### config.mk
export PLATFORM = sky130hd
export DESIGN_NAME = commit_unit
export DESIGN_NICKNAME = d
export VERILOG_FILES = /design/src/rtl/commit_unit.sv
export SDC_FILE = /design/constraint.sdc
export NUM_CORES = 1
export LEC_CHECK = 0
export BUFFER_PORTS_ARGS = -buffer_cell sky130_fd_sc_hd__clkbuf_2
export CAP_MARGIN = 40
export CORE_MARGIN = 2
export CORE_UTILIZATION = 60
export CTS_CLUSTER_SIZE = 8
export DETAILED_ROUTE_END_ITERATION = 7
export PLACE_DENSITY = 0.83
export SYNTH_ARGS = -nofsm -noshare
export SYNTH_HDL_FRONTEND = slang
export SYNTH_SLANG_ARGS = --single-unit
### constraint.sdc
create_clock -name clk -period 3.7 [get_ports clk]
set_clock_uncertainty 0.05 [all_clocks]
set_input_delay 0.37 -clock clk [delete_from_list [all_inputs] [get_ports clk]]
set_output_delay 0.37 -clock clk [all_outputs]
set_load 0.01 [all_outputs]
### src/rtl/commit_unit.sv
// commit_unit: in-order retirement stage.
// Retires the ROB head and keeps the architectural rename map.
// Frees the superseded physical register on each retire.
// A retiring branch triggers a one-cycle flush/redirect, then replays the whole
// architectural map to the rename table.
// Optional feature macro: COMMIT_PERF_CNT_EN enables the retired/flush counters.
// Without it both counter outputs are tied to zero.
module commit_unit #(
  parameter int PHY_W     = 6,
  parameter int ARCH_REGS = 32
) (
  input  logic                         clk,
  input  logic                         rst_n,
  input  logic                         commit_valid,
  input  logic [$clog2(ARCH_REGS)-1:0] commit_rdst,
  input  logic [PHY_W-1:0]             commit_phydst,
  input  logic [31:0]                  commit_pc,
  input  logic                         commit_branch,
  input  logic [31:0]                  commit_branch_to_pc,
  input  logic                         stall,
  output logic                         check_commit,
  output logic                         flush,
  output logic                         redirect_valid,
  output logic [31:0]                  redirect_pc,
  output logic                         free_valid,
  output logic [PHY_W-1:0]             free_phy,
  output logic                         recover_valid,
  output logic [$clog2(ARCH_REGS)-1:0] recover_idx,
  output logic [PHY_W-1:0]             recover_phy,
  output logic [31:0]                  retired_count,
  output logic [15:0]                  flush_count
);

  localparam int IDX_W = $clog2(ARCH_REGS);

  typedef enum logic [1:0] {
    ST_RUN     = 2'd0,
    ST_FLUSH   = 2'd1,
    ST_RECOVER = 2'd2
  } state_t;

  state_t            state_r;
  state_t            state_s;
  logic [IDX_W-1:0]  idx_r;
  logic [PHY_W-1:0]  arch_map_r [ARCH_REGS];
  logic              free_valid_r;
  logic [PHY_W-1:0]  free_phy_r;
  logic [31:0]       redirect_pc_r;
  logic              retire_s;
  logic              map_write_s;
  logic              last_beat_s;
  logic              unused_s;

  // The PC is carried by the ROB for debug only; nothing here consumes it.
  assign unused_s = ^commit_pc;

  // Retirement is only possible in RUN; held low while reset is asserted.
  assign retire_s     = rst_n & (state_r == ST_RUN) & commit_valid & ~stall;
  assign map_write_s  = retire_s & (commit_rdst != {IDX_W{1'b0}});
  assign last_beat_s  = (idx_r == IDX_W'(ARCH_REGS - 1));
  assign check_commit = retire_s;

  // Next-state logic: RUN -> FLUSH on branch retire, FLUSH -> RECOVER, RECOVER -> RUN after last beat.
  always_comb begin
    state_s = state_r;
    case (state_r)
      ST_RUN: begin
        if (retire_s && commit_branch) begin
          state_s = ST_FLUSH;
        end else begin
          state_s = ST_RUN;
        end
      end
      ST_FLUSH: begin
        state_s = ST_RECOVER;
      end
      ST_RECOVER: begin
        if (last_beat_s) begin
          state_s = ST_RUN;
        end else begin
          state_s = ST_RECOVER;
        end
      end
      default: begin
        state_s = ST_RUN;
      end
    endcase
  end

  // State register and recovery beat counter.
  always_ff @(posedge clk or negedge rst_n) begin
    if (!rst_n) begin
      state_r <= ST_RUN;
      idx_r   <= {IDX_W{1'b0}};
    end else begin
      state_r <= state_s;
      if ((state_r == ST_RECOVER) && !last_beat_s) begin
        idx_r <= idx_r + IDX_W'(1);
      end else begin
        idx_r <= {IDX_W{1'b0}};
      end
    end
  end

  // Architectural map: identity after reset, updated by retiring writers (r0 is never remapped).
  always_ff @(posedge clk or negedge rst_n) begin
    if (!rst_n) begin
      for (int i = 0; i < ARCH_REGS; i++) begin
        arch_map_r[i] <= PHY_W'(i);
      end
    end else if (map_write_s) begin
      arch_map_r[commit_rdst] <= commit_phydst;
    end
  end

  // Free-list release of the mapping displaced by a retire, and the captured redirect target.
  always_ff @(posedge clk or negedge rst_n) begin
    if (!rst_n) begin
      free_valid_r  <= 1'b0;
      free_phy_r    <= {PHY_W{1'b0}};
      redirect_pc_r <= 32'd0;
    end else begin
      free_valid_r <= map_write_s;
      free_phy_r   <= map_write_s ? arch_map_r[commit_rdst] : {PHY_W{1'b0}};
      if (retire_s && commit_branch) begin
        redirect_pc_r <= commit_branch_to_pc;
      end
    end
  end

  assign free_valid     = free_valid_r;
  assign free_phy       = free_phy_r;
  assign flush          = (state_r == ST_FLUSH);
  assign redirect_valid = (state_r == ST_FLUSH);
  assign redirect_pc    = (state_r == ST_FLUSH) ? redirect_pc_r : 32'd0;
  assign recover_valid  = (state_r == ST_RECOVER);
  assign recover_idx    = (state_r == ST_RECOVER) ? idx_r : {IDX_W{1'b0}};
  assign recover_phy    = (state_r == ST_RECOVER) ? arch_map_r[idx_r] : {PHY_W{1'b0}};

`ifdef COMMIT_PERF_CNT_EN
  logic [31:0] retired_cnt_r;
  logic [15:0] flush_cnt_r;

  // Performance counters: retires and flushes, both free-running with wraparound.
  always_ff @(posedge clk or negedge rst_n) begin
    if (!rst_n) begin
      retired_cnt_r <= 32'd0;
      flush_cnt_r   <= 16'd0;
    end else begin
      if (retire_s) begin
        retired_cnt_r <= retired_cnt_r + 32'd1;
      end
      if (state_r == ST_FLUSH) begin
        flush_cnt_r <= flush_cnt_r + 16'd1;
      end
    end
  end

  assign retired_count = retired_cnt_r;
  assign flush_count   = flush_cnt_r;
`else
  assign retired_count = 32'd0;
  assign flush_count   = 16'd0;
`endif

endmodule

* Word level (Yosys, flattened, before mapping) *
Cells that the tools add are included.

storage, ports and cells
  logic and storage cells = 74
  input port bits = 80
  bits in registers = 238
  output and inout port bits = 102

cells by class
  equal/unequal tests = 3
  magnitude comparators = 3
  bitwise operators = 7
  $add $sub $neg = 1
  multiplexer cells = 17
  reductions and logical operators = 6

operators with widths
  cell                                                        count
  bitwise mux 192 bit                                         1
  binary-select mux 6 bit (select 5 bit)                      2
  2-to-1 mux 6 bit                                            7
  2-to-1 mux 32 bit                                           1
  demux 6 bit (select 5 bit)                                  1
  greater-or-equal comparator 6 bit, second input constant    2
  NOT 5 -> 6 bit                                              2
  2-to-1 mux 5 bit                                            2
  less-than comparator 6 x 1 -> 1 bit, second input constant  1
  one-hot mux 2 bit (3 select lines)                          1
  adder 5 x 1 -> 5 bit, second input constant                 1
  equality test 5 bit, second input constant                  1
  nonzero test 5 bit                                          1
  AND 1 bit                                                   4
  logical AND 1 bit                                           3
  equality test 2 x 1 -> 1 bit, second input constant         1
  equality test 2 bit, second input constant                  1
  logical NOT 2 bit                                           1
  2-to-1 mux 2 bit                                            1
  logical NOT 1 bit                                           1
  2-to-1 mux 1 bit                                            1
  NOT 1 bit                                                   1

* Longest topological paths before layout *
Gate-level depths: netlist of run 1.

  depth after elaboration = 7
  depth in mapped cells = 7
  mapped depth without buffers = 5

* Least setup slack after synthesis of run 1 *
Ideal clock, no wire load.

  kind = flip-flop to output port
  from = reg idx_r[0]
  to = out recover_phy[1]
  slack = 1458 ps
  arrival = 1822 ps
  path buffers = 3
  cell stages (with the launch flop) = 7
  data required time = 3280 ps
  cells stage by stage = dfrtp_1 buf_2 buf_2 buf_2 mux4_2 o22ai_1 nor4_1

on the way
  longest elaborated chain between the ends = 5

RTL lines
  what                                                  RTL line  text
  start, declared                                       44        logic [IDX_W-1:0] idx_r;
  start signal, assigned                                94        idx_r <= {IDX_W{1'b0}};
  start signal, assigned                                98        idx_r <= idx_r + IDX_W'(1);
  start signal, assigned                                100       idx_r <= {IDX_W{1'b0}};
  NOT 5 -> 6 bit (not written as such)                  138       assign recover_phy = (state_r == ST_RECOVER) ? arch_map_r[idx_r] : {PHY_W{1'b0}};
  binary-select mux 6 bit (select 5 bit)                138
  2-to-1 mux 6 bit (not written as such) (2 in series)  138
  2-to-1 mux 6 bit                                      138
  end, declared                                         29        output logic [PHY_W-1:0] recover_phy,

No other way between the ends. The select of a mux whose other input is x is not followed.

* Worst setup path after layout of run 1 *
  from = reg idx_r[0]
  to = out recover_phy[5]

Same word-level chain as after synthesis.

==> reports/results.md, run 1 <==
## Detailed routing
* **Vias per Instance** 6.31
* **M1 wire length** 12000 µm
* **wirelength, routed** 30200 µm
* **remaining routing DRC violations** 0
* **routed length on met2** 14900 µm
* **number of vias in the routed layout** 7911
* **Routed met3 length** 2060 µm
* **number of DRC markers in iteration 0** 604
* **DR pass1 iterations** 5
* **remaining antenna violation count after routing** 0
* **highest layer used for signal routing** met4
* **detailed-route wire length per cell** 24.1 µm

## Setup path
* **crit path launch type** flop
* **CP max FO** 26
* **Worst Path Class, Setup** flop to output port
* **FF-to-FF setup slack** 1.08 ns
* **worst endpoint required time** 3.28 ns
* **kind of end point of the critical path** output port
* **data arrival at the endpoint of the critical path** 2.90 ns

## CTS
* **CTS buffer count** 35
* **clock root buffer** clkbuf_16
* **number of buffers on the longest clock path** 3
* **clock sink total** 238
* **TritonCTS clock tree** built
* **clock latency on the worst-skew pair** 0.50 ns
* **hold-fix buffer count after cts** 1
* **post-CTS setup buffers** 0
* **CTS H-Tree Depth** 2
* **Clk pin slew, worst setup/hold paths** 0.05 ns
* **# resized after CTS** 0

## Placement
* **RePlAce Congestion** 0.901
* **DP HPWL** 20400 µm
* **port bufs** 101
* **cell area after placement** 13400 µm²
* **Placed Cells** 1191

## Synth
* **distinct cell type count after synthesis** 43
* **Top FF cell, synth** dfrtp_1
* **Cell Area, Synth** 12800 µm²
* **Synth warnings** 0
* **share of the yosys chip area belonging to registers** 0.472
* **cell taking the most area after synthesis** dfrtp_1
* **Async S/R FF share, synth** 1.00
* **Synth Register Bits** 238
* **number of enable-type register cells in the synthesized netlist** 0
* **fraction of post-synthesis cell area in the top cell type by area** 0.308
* **number of cells produced by synthesis** 864
* **leading cell types by total area after synthesis** dfrtp_1 31%, mux2_2 19%, mux4_2 17%
* **Mapped Avg Cell Area** 14.9 µm²

## STA
* **FMAX** 0.301 GHz
* **unrepaired setup endpoints after global routing** false
* **Least-Margin Pin Slew** 0.925 ns
* **final count of negative-setup-slack endpoints** 0
* **setup TNS after final layout** 0 ns
* **final number of max-transition violations** 0
* **final hold violation count** 0
* **post-layout minimum cycle time** 3.32 ns
* **post-route fraction of the period consumed by the critical path** 0.899
* **smallest hold slack** 0.0489 ns
* **Max-Slew Margin vs Limit** 0.383

## Global routing
* **total congestion overflow** 0
* **largest net degree at the start of global routing** 67
* **antenna violations before repair** 0
* **wire length of the first global-routing pass** 47500 µm
* **via count of the first global-routing pass** 8270
* **Total GRT Usage** 0.280

## Cells and area
* **most frequent cells in the layout** 218 x mux2_2, 156 x dfrtp_1, 99 x clkbuf_2, 96 x mux4_2, 80 x dfstp_2
* **ant diodes** 0
* **post-layout instance count excluding filler cells** 1253
* **area delta synth->final** 12.3%
* **Total Nets Final** 1036
* **number of filler instances in the final layout** 1375
* **post-route core utilization** 0.686
* **share of final-layout standard cells stronger than drive strength 1** 0.582
* **most frequent standard cell in the layout excluding fill and tap cells** mux2_2
* **Final Cell Area** 14400 µm²

## Die
* **core region area** 21000 µm²
* **starting density of the core** 0.611
* **Top-Level Pins** 182
* **Chip Width** 150 µm
* **area of the die** 22600 µm²
* **Die Y** 150 µm
* **site row count** 53

## Power
* **PD cells** 539 nW/µm²
* **Leak Pwr** 0.00645 µW
* **maximum ir drop on the vdd rail** 0.310 mV

## Min path
* **Tightest Hold Check Type** input pin to flop

## Run status
* **outcome** complete, no violations

## Job
* **max_cap viols** 0

[cell usage after synthesis (all sizes together) (2+ instances only)]
cell type  number
a21oi           5
a221o           5
a22o           13
a22oi          11
and2           38
and3            2
buf            78
clkbuf         36
dfrtp         158
dfstp          80
ha              2
inv             4
mux2          218
mux2i          13
mux4           96
nand2          14
nand2b          7
nand3           7
nor2           12
nor2b           6
nor3           17
nor4            9
o21a            5
o22ai          12
o31a            2
or2             2
[cell families after synthesis]
logic type	Yosys count	share of synthesized area
AO/OA/AOI/OAI	54	0.0319
XOR/XNOR	2	0.00137
adder cells (fa/ha/maj)	2	0.00195
buffers and inverters	118	0.0544
flip-flops	238	0.472
multiplexers	327	0.370
other	1	0.000292
AND/OR/NAND/NOR	122	0.0684
[sequential cells by signal (all words and copies together) (netlist names)]
register and cells:
arch_map_r 192, redirect_pc_r 32, free_phy 6, idx_r 5, state_r 2, free_valid 1
[area by class of cell]
class                           count  area [µm²]  area share
Timing Repair Buffer              120         723      0.0502
Sequential cell                   238        6060       0.420
Multi-Input combinational cell    555        6260       0.434
Clock buffer                       61        1020      0.0705
Tap cell                          275         344      0.0239
Inverter                            4        15.0     0.00104
[critical path, stage by stage, from the launching register on]
cell and delay (ns):
dfrtp_4 0.79, buf_4 0.38, mux4_2 0.27, o22ai_1 0.11
nor4_1 0.59, clkbuf_2 0.25
[worst paths after layout]
kind | startpoint | endpoint | cells after the start
min in group asynchronous | rst_n | redirect_pc_r[13] | 2
max | idx_r[0] | recover_phy[5] | 5
max reg2reg | state_r[1] | arch_map_r[86] | 5
min reg2reg | arch_map_r[188] | arch_map_r[188] | 0
max in group asynchronous | rst_n | arch_map_r[104] | 5
min | commit_branch_to_pc[22] | redirect_pc_r[22] | 2
[stage by stage]
| step | worst slack (ns) | power, µW |
|---|---|---|
| 2_1_floorplan | 1.46 | 4450 |
| 3_3_place_gp | 0.898 | 4780 |
| 3_5_place_dp | 0.922 | 4860 |
| 4_1_cts | 0.374 | 7820 |
| 5_1_grt | 0.263 | 8090 |
| 6_report | 0.375 | 7780 |
[where the power goes]
group	leakage, µW	internal [µW]	total (µW)	switching [µW]
Sequential	0.00294	3050	3380	334
Clock	0.000484	1840	2940	1100
Combinational	0.00303	794	1450	660
[metal layers]
metal  vias to the layer above  track usage
li1                       3357            -
met1                      4161        0.367
met2                       315        0.451
met3                        78       0.0652
met4                         0        0.121
met5                         -            0
Note: power is estimated with default switching activity, not from simulation.
==> inputs of run 2 (changes only) <==
==> constraint.sdc (replaced) <==
create_clock -name clk -period 4.2 [get_ports clk]
set_clock_uncertainty 0.05 [all_clocks]
set_input_delay 0.42 -clock clk [delete_from_list [all_inputs] [get_ports clk]]
set_output_delay 0.42 -clock clk [all_outputs]
set_load 0.01 [all_outputs]
==> run 2 against run 1 <==
Count of clock-buffer cells in the layout fell by 3; setup slack improved by 0.40 ns; via count rose by 1.3%; worst hold slack improved by 0.045 ns; largest cell class unchanged; register-to-register slack improved by 0.30 ns; sequential power fell by 12%.
==> reports/results.md, run 2 (same netlist as run 1, synthesis figures left out) <==
## Run status
* **outcome** complete, no violations

## STA
* **setup TNS after final layout** 0 ns
* **post-route fraction of the period consumed by the critical path** 0.816
* **fin worst setup slack** 0.773 ns
* **final number of max-transition violations** 0
* **Max-Slew Margin vs Limit** 0.388
* **post-layout minimum cycle time** 3.43 ns
* **unrepaired setup endpoints after global routing** false
* **Least-Margin Pin Slew** 0.917 ns
* **final hold violation count** 0
* **final count of negative-setup-slack endpoints** 0
* **FMAX** 0.292 GHz

## Placement
* **RePlAce Congestion** 0.883
* **port bufs** 101
* **cell area after placement** 13400 µm²
* **DP HPWL** 20100 µm
* **worst-case setup slack after placement** 1.25 ns
* **Placed Cells** 1190

## CTS
* **CTS H-Tree Depth** 2
* **clock sink total** 238
* **clock latency on the worst-skew pair** 0.51 ns
* **clock root buffer** clkbuf_16
* **number of buffers on the longest clock path** 3
* **# resized after CTS** 0
* **CTS buffer count** 35
* **Clk pin slew, worst setup/hold paths** 0.05 ns
* **TritonCTS clock tree** built

## Die
* **core region area** 21000 µm²
* **starting density of the core** 0.611
* **Chip Width** 150 µm
* **Top-Level Pins** 182
* **area of the die** 22600 µm²
* **Die Y** 150 µm
* **site row count** 53

## Global routing
* **wire length of the first global-routing pass** 48200 µm
* **via count of the first global-routing pass** 8305
* **antenna violations before repair** 0
* **largest net degree at the start of global routing** 165
* **total congestion overflow** 0
* **Total GRT Usage** 0.284

## Setup path
* **CP max FO** 27
* **FF-to-FF setup slack** 1.38 ns
* **kind of end point of the critical path** output port
* **data arrival at the endpoint of the critical path** 2.96 ns
* **worst endpoint required time** 3.73 ns
* **Worst Path Class, Setup** flop to output port
* **crit path launch type** flop

## Cells and area
* **area delta synth->final** 12.0%
* **share of final-layout standard cells stronger than drive strength 1** 0.583
* **most frequent cells in the layout** 218 x mux2_2, 156 x dfrtp_1, 99 x clkbuf_2, 96 x mux4_2, 80 x dfstp_2
* **flip-flop count of the largest register after layout** 192
* **Final Cell Area** 14400 µm²
* **most frequent standard cell in the layout excluding fill and tap cells** mux2_2
* **post-layout instance count excluding filler cells** 1249
* **Total Nets Final** 1035
* **ant diodes** 0
* **Reg with most FFs** arch_map_r

## Power
* **PD cells** 476 nW/µm²
* **Leak Pwr** 0.00644 µW
* **maximum ir drop on the vdd rail** 0.238 mV
* **sum of internal, switching and leakage power** 6840 µW

## Detailed routing
* **number of DRC markers in iteration 0** 738
* **remaining antenna violation count after routing** 0
* **detailed-route wire length per cell** 24.6 µm
* **Vias per Instance** 6.42
* **number of vias in the routed layout** 8016
* **remaining routing DRC violations** 0
* **DR pass1 iterations** 8
* **wirelength, routed** 30700 µm

## Min path
* **Tightest Hold Check Type** input pin to flop

## Job
* **max_cap viols** 0

[run 2: changes by cell type in the layout (fill, tap and decap cells not counted)]
cell      previous run  this run
buf_16               3         0
clkbuf_1            24        21
buf_12               0         2
buf_4               16        14
buf_8                1         3
[run 2: what timing repair did]
item / 4_1_cts / 5_1_grt
endpoints found under the setup margin: 0 / 0
buffers inserted: 0 / 0
hold buffers: 1 / 0
endpoints found under the hold margin: 31 / 0
[run 2: layer usage]
metal	global-route usage	up-vias	wire (µm)
li1	-	3345	-
met4	0.126	0	1170
met2	0.455	375	15200
met1	0.384	4219	12000
met5	0	-	0
met3	0.0530	77	2280
[run 2: area by class of cell]
class,instances,area (µm²)
fill,1419,6640
multi-input combinational,555,6260
sequential,238,6060
clock buffer,58,1000
timing repair buffer,119,696
tap,275,344
inverter,4,15.0
[run 2: worst max-delay path, stage by stage, from the launching register on]
cell and delay, ns:
dfrtp_4 0.79, mux4_2 0.36, mux2i_1 0.14, a22o_1 0.32, nor4_1 0.56, clkbuf_2 0.24
[run 2: final timing paths]
kind / from / to / cells past startpoint
min in group asynchronous: rst_n / redirect_pc_r[16] / 2
max: idx_r[0] / recover_phy[3] / 5
max in group asynchronous: rst_n / arch_map_r[101] / 5
max reg2reg: state_r[1] / arch_map_r[13] / 5
min reg2reg: arch_map_r[188] / arch_map_r[188] / 0
min: commit_branch_to_pc[9] / redirect_pc_r[9] / 2
[run 2: power by group]
part           total, µW  switching, µW  internal, µW
combinational       1280            584           699
clock               2570            956          1610
sequential          2990            303          2690
[run 2: stage by stage]
stage,utilization,hold slack [ns]
3_3_place_gp,0.633,0.156
2_1_floorplan,-,0.0744
6_report,0.684,0.0935
5_1_grt,0.684,0.0916
4_1_cts,0.684,0.0875
3_5_place_dp,0.636,0.156
